## src/rtl/cipher_nibble_packer_if.sv

```systemverilog
// Handshake bundle between the nibble producer/word consumer and the packer.
// The packer takes the slave view; the surrounding logic takes the master view.
interface cipher_nibble_packer_if #(
  parameter int N = 4
);
  localparam int LW = $clog2(N) + 1;

  logic          in_valid;
  logic          in_ready;
  logic [3:0]    encrypt_data;
  logic [3:0]    private_key;
  logic          flush;
  logic          out_valid;
  logic          out_ready;
  logic [4*N-1:0] out_word;
  logic [LW-1:0] out_len;
  logic [3:0]    out_chk;
  logic [3:0]    out_key;

  modport master (
    output in_valid, encrypt_data, private_key, flush, out_ready,
    input  in_ready, out_valid, out_word, out_len, out_chk, out_key
  );

  modport slave (
    input  in_valid, encrypt_data, private_key, flush, out_ready,
    output in_ready, out_valid, out_word, out_len, out_chk, out_key
  );
endinterface

```

## src/rtl/cipher_nibble_packer.sv

```systemverilog
// Packs N encrypted nibbles into one word with an XOR checksum and a key digest,
// presenting each closed word on a valid/ready port with no bubble between words.
module cipher_nibble_packer #(
  parameter int         N        = 4,
  parameter logic [3:0] CHK_INIT = 4'h0
) (
  input logic clk,
  input logic rst,
  cipher_nibble_packer_if.slave bus
);
  localparam int LW = $clog2(N) + 1;

  typedef enum logic {FILL, HOLD} state_t;

  state_t               state_reg, state_next;
  logic [N-1:0][3:0]    word_reg, word_next;
  logic [LW-1:0]        cnt_reg, cnt_next;
  logic [3:0]           chk_reg, chk_next;
  logic [3:0]           key_reg, key_next;
  logic                 accept;
  logic                 close;

  logic                 out_valid_reg;
  logic [4*N-1:0]       out_word_reg;
  logic [LW-1:0]        out_len_reg;
  logic [3:0]           out_chk_reg;
  logic [3:0]           out_key_reg;

  // HOLD only admits a nibble when the held word leaves in the same cycle.
  assign bus.in_ready = !rst && ((state_reg == FILL) || bus.out_ready);
  assign accept       = bus.in_valid && bus.in_ready;

  generate
    for (genvar gi = 0; gi < N; gi++) begin : g_slot
      assign word_next[gi] = (accept && (cnt_reg == LW'(gi))) ? bus.encrypt_data
                                                              : word_reg[gi];
    end
  endgenerate

  // The accumulators are cleared whenever a word closes, so in HOLD they already
  // describe an empty word and a fresh nibble simply lands in slot 0.
  always_comb begin
    cnt_next = cnt_reg + LW'(accept);
    chk_next = chk_reg ^ (accept ? bus.encrypt_data : 4'h0);
    key_next = key_reg ^ (accept ? bus.private_key : 4'h0);
    close    = (accept && (cnt_next == LW'(N))) || (bus.flush && (cnt_next != '0));
    if (close) begin
      state_next = HOLD;
    end else if ((state_reg == HOLD) && !bus.out_ready) begin
      state_next = HOLD;
    end else begin
      state_next = FILL;
    end
  end

  always_ff @(posedge clk) begin
    if (rst) begin
      state_reg     <= FILL;
      word_reg      <= '0;
      cnt_reg       <= '0;
      chk_reg       <= CHK_INIT;
      key_reg       <= 4'h0;
      out_valid_reg <= 1'b0;
      out_word_reg  <= '0;
      out_len_reg   <= '0;
      out_chk_reg   <= CHK_INIT;
      out_key_reg   <= 4'h0;
    end else begin
      state_reg     <= state_next;
      out_valid_reg <= (state_next == HOLD);
      if (close) begin
        out_word_reg <= word_next;
        out_len_reg  <= cnt_next;
        out_chk_reg  <= chk_next;
        out_key_reg  <= key_next;
        word_reg     <= '0;
        cnt_reg      <= '0;
        chk_reg      <= CHK_INIT;
        key_reg      <= 4'h0;
      end else begin
        word_reg     <= word_next;
        cnt_reg      <= cnt_next;
        chk_reg      <= chk_next;
        key_reg      <= key_next;
      end
    end
  end

  assign bus.out_valid = out_valid_reg;
  assign bus.out_word  = out_word_reg;
  assign bus.out_len   = out_len_reg;
  assign bus.out_chk   = out_chk_reg;
  assign bus.out_key   = out_key_reg;
endmodule

```

## src/flat_wrapper.sv

```systemverilog
// flat-port wrapper written by rule: the top's interface ports become plain ports
module cipher_nibble_packer_flat 
#(
  parameter int         N        = 4,
  parameter logic [3:0] CHK_INIT = 4'h0
)
  (clk, rst, bus_in_valid, bus_encrypt_data, bus_private_key, bus_flush, bus_out_ready, bus_in_ready, bus_out_valid, bus_out_word, bus_out_len, bus_out_chk, bus_out_key);
  cipher_nibble_packer_if #(.N(N)) bus_i ();
  input logic clk;
  input logic rst;
  input wire logic [$bits(bus_i.in_valid)-1:0] bus_in_valid;
  input wire logic [$bits(bus_i.encrypt_data)-1:0] bus_encrypt_data;
  input wire logic [$bits(bus_i.private_key)-1:0] bus_private_key;
  input wire logic [$bits(bus_i.flush)-1:0] bus_flush;
  input wire logic [$bits(bus_i.out_ready)-1:0] bus_out_ready;
  output wire logic [$bits(bus_i.in_ready)-1:0] bus_in_ready;
  output wire logic [$bits(bus_i.out_valid)-1:0] bus_out_valid;
  output wire logic [$bits(bus_i.out_word)-1:0] bus_out_word;
  output wire logic [$bits(bus_i.out_len)-1:0] bus_out_len;
  output wire logic [$bits(bus_i.out_chk)-1:0] bus_out_chk;
  output wire logic [$bits(bus_i.out_key)-1:0] bus_out_key;
  assign bus_i.in_valid = bus_in_valid;
  assign bus_i.encrypt_data = bus_encrypt_data;
  assign bus_i.private_key = bus_private_key;
  assign bus_i.flush = bus_flush;
  assign bus_i.out_ready = bus_out_ready;
  assign bus_in_ready = bus_i.in_ready;
  assign bus_out_valid = bus_i.out_valid;
  assign bus_out_word = bus_i.out_word;
  assign bus_out_len = bus_i.out_len;
  assign bus_out_chk = bus_i.out_chk;
  assign bus_out_key = bus_i.out_key;
  cipher_nibble_packer #(.N(N), .CHK_INIT(CHK_INIT)) u_core (.clk(clk), .rst(rst), .bus(bus_i));
endmodule
```

## config.mk

```make
export PLATFORM = sky130hd
export DESIGN_NAME = cipher_nibble_packer_flat
export DESIGN_NICKNAME = d
export VERILOG_FILES = /design/src/rtl/cipher_nibble_packer_if.sv /design/src/rtl/cipher_nibble_packer.sv /design/src/flat_wrapper.sv
export SDC_FILE = /design/constraint.sdc
export NUM_CORES = 1
export LEC_CHECK = 0
export ABC_AREA = 0
export ABC_CLOCK_PERIOD_IN_PS = 2800
export CAP_MARGIN = 20
export CELL_PAD_IN_SITES_DETAIL_PLACEMENT = 1
export CELL_PAD_IN_SITES_GLOBAL_PLACEMENT = 2
export CORE_UTILIZATION = 29
export CTS_CLUSTER_DIAMETER = 30
export DETAILED_ROUTE_END_ITERATION = 6
export PLACE_DENSITY_LB_ADDON = 0.05
export SETUP_SLACK_MARGIN = 0.4
export SLEW_MARGIN = 40
export SYNTH_ARGS = -nofsm -noshare
export SYNTH_HDL_FRONTEND = slang
export SYNTH_SLANG_ARGS = --single-unit
```

## constraint.sdc

```tcl
create_clock -name clk -period 2.8 [get_ports clk]
set_input_delay 0.7 -clock clk [delete_from_list [all_inputs] [get_ports clk]]
set_output_delay 0.7 -clock clk [all_outputs]
set_load 0.1 [all_outputs]
```

==> impl_metrics.csv <==
group,metric,value,unit
worst_setup_path,cp-end-kind,"output port",
pwr,combPwrFrac,38.3,%
grt,antenna_found_initial,0,
worst_hold_path,hold_end,"u_core.bus.out_len[0]",
layout,drive_gt1_share,40.4,%
drt,drc,0,
pwr,switching_share,39.4,%
layout,final_nets,275,
timing,tns,0,ns
floorplanning,dieArea,7820,sq um
layout,finalInstanceArea,3140,sq um
worst_hold_path,holdCritPathClass,"flop to flop",
drt,drt_iter0_drc,65,
worst_setup_path,cpPeakStageDelay,0.37,ns
timing,worst-slew-pin-transition,0.377,ns
worst_setup_path,critPathBufInv,3,
clock_tree,cts_buffers,5,
layout,nFillCells,806,
logic_synthesis,yosysWarnings,0,
worst_setup_path,cp-start-kind,"input pin",
clock_tree,path_clk_slew,0.10,ns
logic_synthesis,synth_edf_count,0,
placed_design,dp_slack,-0.0964,ns
logic_synthesis,ys_seq_area_share,50.8,%
floorplanning,ios,42,
placed_design,gp_congestion,0.767,
drt,ant_nets,0,
worst_setup_path,rr_endpoint,"u_core.bus.out_chk[2]",
drt,routedWlPerCell,18.4,um
worst_setup_path,r2r_setup_slack,0.85,ns
pwr,net-switching-power,0.896,mW
grt,gr-total-overflow,0,
timing,worst_slack,0.497,ns
grt,grt_pass1_wl,9270,um
pwr,p_leak,1.25,nW
job,cap_violations,0,
floorplanning,core-area,7250,sq um
drt,drt_wl_total,6610,um
timing,fmax,434,MHz
floorplanning,die_x,88.4,um
clock_tree,postCtsHoldBufs,0,
worst_setup_path,cp.arrival,1.60,ns
grt,grt_max_degree,31,
worst_hold_path,hold_path_startpoint,"u_core.bus.out_len[0]",
pwr,p_per_area,725,nW/um^2
logic_synthesis,syn_nets,222,
pwr,pwr-share-clk,22.8,%
worst_setup_path,slowest_stage,"buf_6",
timing,drv_slew,0,
layout,area_growth,44.8,%
floorplanning,die_h,88.4,um
logic_synthesis,yosysTopAreaCellShare,50.8,%
placed_design,dpl.hpwl,4020,um
worst_setup_path,rr_worst_depth,9,
timing,fin_crit,2.30,ns
logic_synthesis,ys_seq_elements,55,
clock_tree,cts_tree,"built",
drt,first_pass_iters,3,
logic_synthesis,synth_cell_type_count,34,
timing,finalCritPeriodShare,82.2,%
worst_setup_path,path_class,"input pin to output port",
worst_hold_path,hold_depth,1,
worst_setup_path,timing.rr.start,"u_core.state_reg",
worst_setup_path,crit_path_cell_trace,"dlygate4sd2_1, buf_6, nor2b_4, buf_12",
logic_synthesis,syn_inst,207,
drt,dr_total_vias,1785,
grt,grt_usage,16.2,%
timing,rsz0062_at_grt,"false",
run_status,status,"completed",
pwr,ir_worst_vdd,342,uV
timing,skew,0.00710,ns
logic_synthesis,synthFlopType,"dfxtp_1",
clock_tree,insertion_delay,0.31,ns
clock_tree,cts_max_level,2,
logic_synthesis,synthArstFlopShare,0,%
logic_synthesis,avgSynthCellArea,10.5,sq um
pwr,power.internal,1.38,mW
pwr,power_frac_seq,38.9,%
layout,num_antenna_cells,0,
grt,grt_pass1_vias,1746,
logic_synthesis,synth_top_cell_by_area,"dfxtp_1",
worst_setup_path,crit_path_max_fanout,31,
placed_design,portBuffers,41,
timing,slew_headroom,74.9,%
placed_design,placed_cell_area,2650,sq um
clock_tree,cts_root_buf,"clkbuf_8",
floorplanning,num_rows,31,
floorplanning,initial_core_util,29.9,%
timing,final_hold_viol_count,0,
logic_synthesis,syn_area,2170,sq um
worst_setup_path,crit_family,"buffers and inverters",
worst_setup_path,required,2.10,ns
clock_tree,clockBufferDepth,2,
clock_tree,cts_sinks,55,
drt,vias_per_cell,4.97,
timing,timing.hold.ws,0.512,ns
logic_synthesis,synth_area_leaders,"dfxtp_1 (51%), mux2i_1 (7.4%), a211oi_1 (7.3%)",
timing,setup_viol,0,
-- layout make-up --
| class | instances | area (sq um) | share of cell area (%) |
|---|---|---|---|
| multi-input cells | 137 | 1160 | 36.9 |
| flip-flops and latches | 55 | 1100 | 35.2 |
| repair buffers | 61 | 651 | 20.8 |
| well taps | 99 | 124 | 3.95 |
| clock buffers | 6 | 72.6 | 2.31 |
| clock inverters | 1 | 30.0 | 0.958 |
-- worst max-delay path by stage --
| stage | endpoint | start | cells past startpoint |
|---|---|---|---|
| 2_1_floorplan | u_core.bus.out_chk[1] | bus_out_ready | 12 |
| 3_3_place_gp | u_core.bus.out_word[12] | rst | 10 |
| 3_5_place_dp | u_core.bus.out_key[2] | bus_in_valid | 10 |
| 4_1_cts | u_core.chk_reg[2] | bus_in_valid | 10 |
| 5_1_grt | u_core.bus.out_chk[2] | bus_out_ready | 10 |
| 6_report | bus_in_ready | rst | 4 |
-- synth_stat cells (2+ instances only) --
library cell and n:
a21oi_1 26, mux2i_1 16, nor2b_1 2, clkbuf_1 2
a211oi_1 21, buf_2 5, a211oi_2 3, nand3_1 9
nor2_1 28, xor2_1 8, and2_1 2, buf_6 4
dfxtp_1 55, clkbuf_8 4, nand2_1 2, ha_1 2
-- through the flow --
step	utilization [%]	instances	power (mW)
after floorplan	-	207	1.47
after CTS	40.7	353	2.23
after global routing	43.2	359	2.36
after global placement	36.6	340	1.62
after detailed placement	36.6	340	1.64
final	43.2	359	2.27
-- repair_timing --
| item | CTS | global route |
|---|---|---|
| cloned | 1 | 4 |
| pin swaps | 5 | 7 |
| buffers inserted | 5 | 2 |
| setup endpoints to repair | 51 | 53 |
| endpoints found under the hold margin | 0 | 0 |
| gates resized for setup | 33 | 17 |
-- power by group through the flow --
stage | Clock, mW | Combinational (mW) | Sequential [mW]
final | 0.518 | 0.870 | 0.885
after global routing | 0.566 | 0.906 | 0.892
after CTS | 0.534 | 0.809 | 0.884
after global placement | 0 | 0.725 | 0.896
after detailed placement | 0 | 0.739 | 0.899
after floorplan | 0 | 0.233 | 1.24
-- routing by layer --
metal  GRT usage, %  share of wire, %  up-vias
li1               -                 -      846
met1           19.9                45      909
met2           29.4                52       25
met3           3.17               2.5        5
met4           3.08              0.51        0
met5              0                 0        -
-- cells by family after synthesis --
kind of cell	share of synthesized area, %
AOI/OAI and AO/OA	18.3
DFF	50.8
and+or+nand+nor	12.0
buffers and inverters	6.30
muxes	7.39
xor gates and xnor gates	3.99
adders and majority gates	1.16
-- cell usage in the layout (no fill, tap or decap), types with 2 or more instances in the layout --
| cell type | Yosys | layout |
|---|---|---|
| nand2_1 | 2 | 2 |
| dlygate4sd2_1 | 0 | 2 |
| a211oi_1 | 21 | 8 |
| a21o_4 | 1 | 2 |
| clkbuf_8 | 4 | 5 |
| xor2_1 | 8 | 8 |
| ha_4 | 0 | 2 |
| mux2i_1 | 16 | 16 |
| dfxtp_1 | 55 | 54 |
| clkbuf_16 | 0 | 3 |
| a211oi_2 | 3 | 16 |
| buf_4 | 0 | 35 |
| buf_12 | 0 | 6 |
| clkdlybuf4s50_1 | 0 | 9 |
| nor2b_4 | 0 | 2 |
| a21oi_2 | 1 | 17 |
| buf_6 | 4 | 4 |
| nor2_1 | 28 | 27 |
| a21oi_1 | 26 | 10 |
| nand3_1 | 9 | 9 |
No activity file was read; power rests on OpenSTA's default activity.
